### config.mk
export PLATFORM = sky130hd
export DESIGN_NAME = axis_rng_arbiter
export DESIGN_NICKNAME = d
export VERILOG_FILES = /design/src/rtl/axis_rng_arbiter.sv
export SDC_FILE = /design/constraint.sdc
export NUM_CORES = 1
export LEC_CHECK = 0
export CORE_MARGIN = 2
export CORE_UTILIZATION = 36
export CTS_CLUSTER_DIAMETER = 60
export DETAILED_ROUTE_END_ITERATION = 7
export GPL_TIMING_DRIVEN = 0
export PLACE_DENSITY = 0.95
export SLEW_MARGIN = 20
export SYNTH_ARGS = -nofsm -noshare
export SYNTH_HDL_FRONTEND = slang
export SYNTH_SLANG_ARGS = --single-unit
### constraint.sdc
create_clock -name clk -period 3.2 [get_ports clk]
set_input_delay 0.64 -clock clk [delete_from_list [all_inputs] [get_ports clk]]
set_output_delay 0.64 -clock clk [all_outputs]
set_load 0.02 [all_outputs]
### src/rtl/axis_rng_arbiter.sv
// Round-robin arbiter that shares one 32-bit random-number stream among PORTS
// AXI-Stream consumers in bursts, and also sequences host reseed requests to the generator.
module axis_rng_arbiter #(
    parameter int PORTS     = 4,
    parameter int BURST_LEN = 4
) (
    input  logic                  clk,
    input  logic                  rst_n,
    input  logic [31:0]           gen_axis_tdata,
    input  logic                  gen_axis_tvalid,
    output logic                  gen_axis_tready,
    input  logic                  gen_busy,
    output logic [31:0]           gen_seed_val,
    output logic                  gen_seed_start,
    input  logic [PORTS-1:0]      req,
    output logic [PORTS*32-1:0]   output_axis_tdata,
    output logic [PORTS-1:0]      output_axis_tvalid,
    input  logic [PORTS-1:0]      output_axis_tready,
    input  logic [31:0]           seed_val,
    input  logic                  seed_req,
    output logic                  seed_ack,
    output logic [PORTS-1:0]      grant,
    output logic                  busy
);

    localparam int DATA_W = 32;
    localparam int IDX_W  = (PORTS > 1) ? $clog2(PORTS) : 1;
    localparam int CNT_W  = 8;

    typedef enum logic [2:0] {
        IDLE,
        XFER,
        SEED,
        SEED_WAIT,
        FLUSH
    } state_t;

    state_t             state, state_nxt;
    logic [IDX_W-1:0]   gnt_idx, gnt_idx_nxt;
    logic [IDX_W-1:0]   last_ptr, last_ptr_nxt;
    logic [CNT_W-1:0]   burst_cnt, burst_cnt_nxt;
    logic [31:0]        seed_val_nxt;
    logic [IDX_W-1:0]   rr_idx;
    logic               gnt_req;
    logic               gnt_rdy;
    logic               xfer_hs;
    logic               burst_done;

    // First requesting port strictly after 'last', wrapping; the iteration runs
    // backwards so the nearest candidate is the one left in 'pick'.
    function automatic logic [IDX_W-1:0] rr_pick(input logic [PORTS-1:0] r,
                                                 input logic [IDX_W-1:0] last);
        logic [IDX_W-1:0] pick;
        logic [IDX_W-1:0] cand;
        pick = last;
        for (int i = PORTS; i >= 1; i--) begin
            cand = IDX_W'((int'(last) + i) % PORTS);
            if (r[cand]) pick = cand;
        end
        return pick;
    endfunction

    assign rr_idx     = rr_pick(req, last_ptr);
    assign gnt_req    = req[gnt_idx];
    assign gnt_rdy    = output_axis_tready[gnt_idx];
    assign xfer_hs    = gen_axis_tvalid & gnt_rdy;
    assign burst_done = ({1'b0, burst_cnt} + 9'd1) == 9'(BURST_LEN);

    always_ff @(posedge clk) begin
        if (!rst_n) begin
            state        <= IDLE;
            gnt_idx      <= '0;
            last_ptr     <= IDX_W'(PORTS - 1);
            burst_cnt    <= '0;
            gen_seed_val <= '0;
        end else begin
            state        <= state_nxt;
            gnt_idx      <= gnt_idx_nxt;
            last_ptr     <= last_ptr_nxt;
            burst_cnt    <= burst_cnt_nxt;
            gen_seed_val <= seed_val_nxt;
        end
    end

    always_comb begin
        state_nxt       = state;
        gnt_idx_nxt     = gnt_idx;
        last_ptr_nxt    = last_ptr;
        burst_cnt_nxt   = burst_cnt;
        seed_val_nxt    = gen_seed_val;
        gen_axis_tready = 1'b0;
        gen_seed_start  = 1'b0;
        seed_ack        = 1'b0;
        grant           = '0;
        busy            = (state != IDLE);

        case (state)
            IDLE: begin
                if (seed_req) begin
                    seed_val_nxt = seed_val;
                    state_nxt    = SEED;
                end else if (|req) begin
                    gnt_idx_nxt   = rr_idx;
                    burst_cnt_nxt = '0;
                    state_nxt     = XFER;
                end
            end
            XFER: begin
                grant           = {{(PORTS-1){1'b0}}, 1'b1} << gnt_idx;
                gen_axis_tready = gnt_rdy;
                if (xfer_hs) burst_cnt_nxt = burst_cnt + 1'b1;
                // A presented but unaccepted word keeps the grant even after req drops.
                if ((xfer_hs && burst_done) ||
                    (!gnt_req && (!gen_axis_tvalid || gnt_rdy))) begin
                    state_nxt     = IDLE;
                    last_ptr_nxt  = gnt_idx;
                    burst_cnt_nxt = '0;
                end
            end
            SEED: begin
                gen_seed_start = 1'b1;
                state_nxt      = SEED_WAIT;
            end
            SEED_WAIT: begin
                if (!gen_busy) begin
                    if (gen_axis_tvalid) begin
                        state_nxt = FLUSH;
                    end else begin
                        seed_ack  = 1'b1;
                        state_nxt = IDLE;
                    end
                end
            end
            FLUSH: begin
                // Drain the word produced under the old seed without routing it anywhere.
                gen_axis_tready = 1'b1;
                seed_ack        = 1'b1;
                state_nxt       = IDLE;
            end
            default: state_nxt = IDLE;
        endcase
    end

    always_comb begin
        output_axis_tdata  = '0;
        output_axis_tvalid = '0;
        if (state == XFER) begin
            for (int p = 0; p < PORTS; p++) begin
                if (gnt_idx == IDX_W'(p)) begin
                    output_axis_tdata[p*DATA_W +: DATA_W] = gen_axis_tdata;
                    output_axis_tvalid[p]                 = gen_axis_tvalid;
                end
            end
        end
    end

endmodule

==> results.toml <==
[die]
initial_core_util_pct = 37.36
die_w_microns = 96.58
core_area_sq_um = 8258
rows = 33
die_y_microns = 96.58
io_pins = 249
dieArea_sq_um = 9328

[timing]
worst_slack_ns = 0.02288
fin_hold_ws_ns = 0.4617
skew_ns = 0.004764
finalCriticalPeriod_ns = 3.177
hold_viol_final = 0
worstMarginPinSlew_ns = 0.9406
tns_ns = 0
rsz0062_at_grt = "yes"
slew_headroom_pct = 36.47
fin_crit_sh_pct = 99.28
max_freq_ghz = 0.3148
setup_viol = 0
drv_slew = 0

[yosys]
ys_types = 45
yosysTopAreaCell = "dfxtp_1"
synth_nets = 504
synth_top_cell_area_share_pct = 30.49
ys_seq_elements = 47
avgSynthCellArea_sq_um = 7.260
ys_seq_area_share_pct = 30.49
ys_warn_count = 0
syn-cell-area_sq_um = 3085
syn_inst = 425
synthTopCellsByArea = "dfxtp_1, and2_1, nand2_1, a21oi_1, clkbuf_1"

[drt]
dr.pass1.iters = 4
drc = 0
wl_per_cell_microns = 16.66
viasPerCell = 5.076
drtAntennaViolNets = 0
drt_iter0_drc = 230
wirelength_mm = 13.23
vias = 4030

[place]
hpwl_mm = 10.56
place_inst = 778
preCtsSetupSlack_ns = -0.1228
place.gp.congestion = 0.8588
io_buffers = 248

[global_routing]
grt.overflow.total = 0
grt_pass1_wl_mm = 18.64
grt_pass1_vias = 3555
grt_max_degree = 17
antenna_found_initial = 0
groute.usage.overall_pct = 25.68

[outcome]
status = "finished clean"

[cells_and_area]
drive_gt1_share_pct = 8.563
mostFrequentLayoutCells = "clkdlybuf4s50_1, and2_1, nand2_1"
stdcell_count = 794
synthToLayoutAreaGrowth_pct = 88.28
antenna_cells = 0
nets = 767
final_core_util_pct = 70.35
layout_commonest_cell = "clkdlybuf4s50_1"

[clock_tree]
clock_latency_ns = 0.31
cts.path.max_buffers = 2
cts_buffers = 5
root_buffer = "clkbuf_8"
cts.sinks = 47
clk_transition_reported_paths_ns = 0.09
htree_levels = 2
cts_tree = "built"
cts_hold_buf = 0

[setup_path]
r2r_slack_ns = 1.08
rr_startpoint = "state[1]"
start_kind = "input port"
cp-endpoint = "seed_ack"
startpoint = "gen_axis_tvalid"
crit_arrival_ns = 2.54
endpoint_kind = "output pin"
worstSetupPathType = "input port to output pin"
critPathMaxFanout = 10
cp.required_ns = 2.56
r2r-end = "burst_cnt[5]"
reg2reg_depth = 5

[run]
cap_violations = 0

[power]
cellPowerDensity_nw_per_um2 = 311.0
p_leak_nw = 2.641
vdd_drop_max_v = 0.0004017

[hold_path]
hold_path_class = "flop to flop"
final cells by class:
| class | count | area (sq um) |
|---|---|---|
| fillers | 677 | 2449 |
| repair buffers | 256 | 2410 |
| multi-input cells | 342 | 2014 |
| flip-flops and latches | 47 | 940.9 |
| plain buffers | 31 | 178.9 |
| well taps | 105 | 131.4 |
| clock buffers | 5 | 68.82 |
| clock inverters | 3 | 46.29 |
| inverters | 5 | 18.77 |
where the power goes:
part	switching, W	total [W]	leakage, nW	internal (W)
Combinational	0.000382	0.000704	2.20	0.000321
Sequential	0.0000233	0.000650	0.384	0.000626
Clock	0.000218	0.000453	0.0548	0.000236
Total	0.000623	0.00181	2.64	0.00118
layer usage:
layer | GRT usage, % | vias to the layer above | part of all wire (%)
met5 | 0 | - | 0
met4 | 6.103 | 0 | 2.2
met3 | 7.525 | 25 | 10
met2 | 48.03 | 204 | 51
met1 | 28.43 | 1878 | 36
li1 | - | 1923 | -
synth_stat cells, drive strengths merged:
| cell type | count |
|---|---|
| a211oi | 1 |
| a21bo | 1 |
| a21o | 2 |
| a21oi | 41 |
| a31oi | 2 |
| a32o | 2 |
| and2 | 132 |
| and3 | 4 |
| and4 | 1 |
| buf | 7 |
| clkbuf | 24 |
| clkinv | 1 |
| dfxtp | 47 |
| ha | 2 |
| inv | 4 |
| mux2i | 4 |
| mux4 | 2 |
| nand2 | 73 |
| nand2b | 4 |
| nand3 | 12 |
| nand3b | 1 |
| nand4 | 4 |
| nor2 | 16 |
| nor2b | 4 |
| nor3 | 6 |
| nor3b | 2 |
| nor4 | 4 |
| nor4b | 1 |
| o211ai | 2 |
| o21ai | 10 |
| o21ba | 1 |
| o21bai | 1 |
| o31ai | 2 |
| o32ai | 1 |
| o41ai | 1 |
| or2 | 1 |
| or3b | 1 |
| xnor2 | 1 |
how the worst min path moves through the flow:
stage,from,to,slack [ns],depth (start not counted)
final,gen_seed_val[24],gen_seed_val[24],0.46,2
after global routing,gen_seed_val[18],gen_seed_val[18],0.48,2
after CTS,gen_seed_val[24],gen_seed_val[24],0.46,2
after detailed placement,gen_seed_val[19],gen_seed_val[19],0.45,2
after global placement,gen_seed_val[6],gen_seed_val[6],0.44,2
after floorplan,burst_cnt[6],burst_cnt[6],0.46,2
kinds of logic after synthesis:
| group | count (synthesis) | share of synthesized area (%) |
|---|---|---|
| flip-flops | 47 | 30.49 |
| buffers and inverters | 36 | 4.947 |
| AND/OR/NAND/NOR | 266 | 47.28 |
| adder cells (fa/ha/maj) | 2 | 0.8109 |
| XOR/XNOR | 1 | 0.2839 |
| multiplexers | 6 | 2.757 |
| AO/OA/AOI/OAI | 67 | 13.42 |
through the flow:
stage / area [sq um] / total power [W]
6_report: 5809 / 0.001807
5_1_grt: 5809 / 0.001880
4_1_cts: 5812 / 0.001799
3_5_place_dp: 5699 / 0.001370
3_3_place_gp: 5699 / 0.001351
2_1_floorplan: 3085 / 0.001010
worst max-delay path: stages:
cell	delay (ns)
clkdlybuf4s50_1	0.47
clkbuf_1	0.28
nor2_1	0.19
nand3_1	0.10
o31ai_1	0.13
clkdlybuf4s50_1	0.72
sequential cells by signal, indices dropped and copies added, names as in the netlist:
register	flops
last_ptr	2
gen_seed_val	32
gnt_idx	2
state	3
burst_cnt	8
what timing repair did:
action | CTS | global route
pin swaps | 2 | 0
resized for setup | 124 | 43
setup endpoints to repair | 115 | 62
buffers inserted | 7 | 1
(Power assumes the default switching activity.)
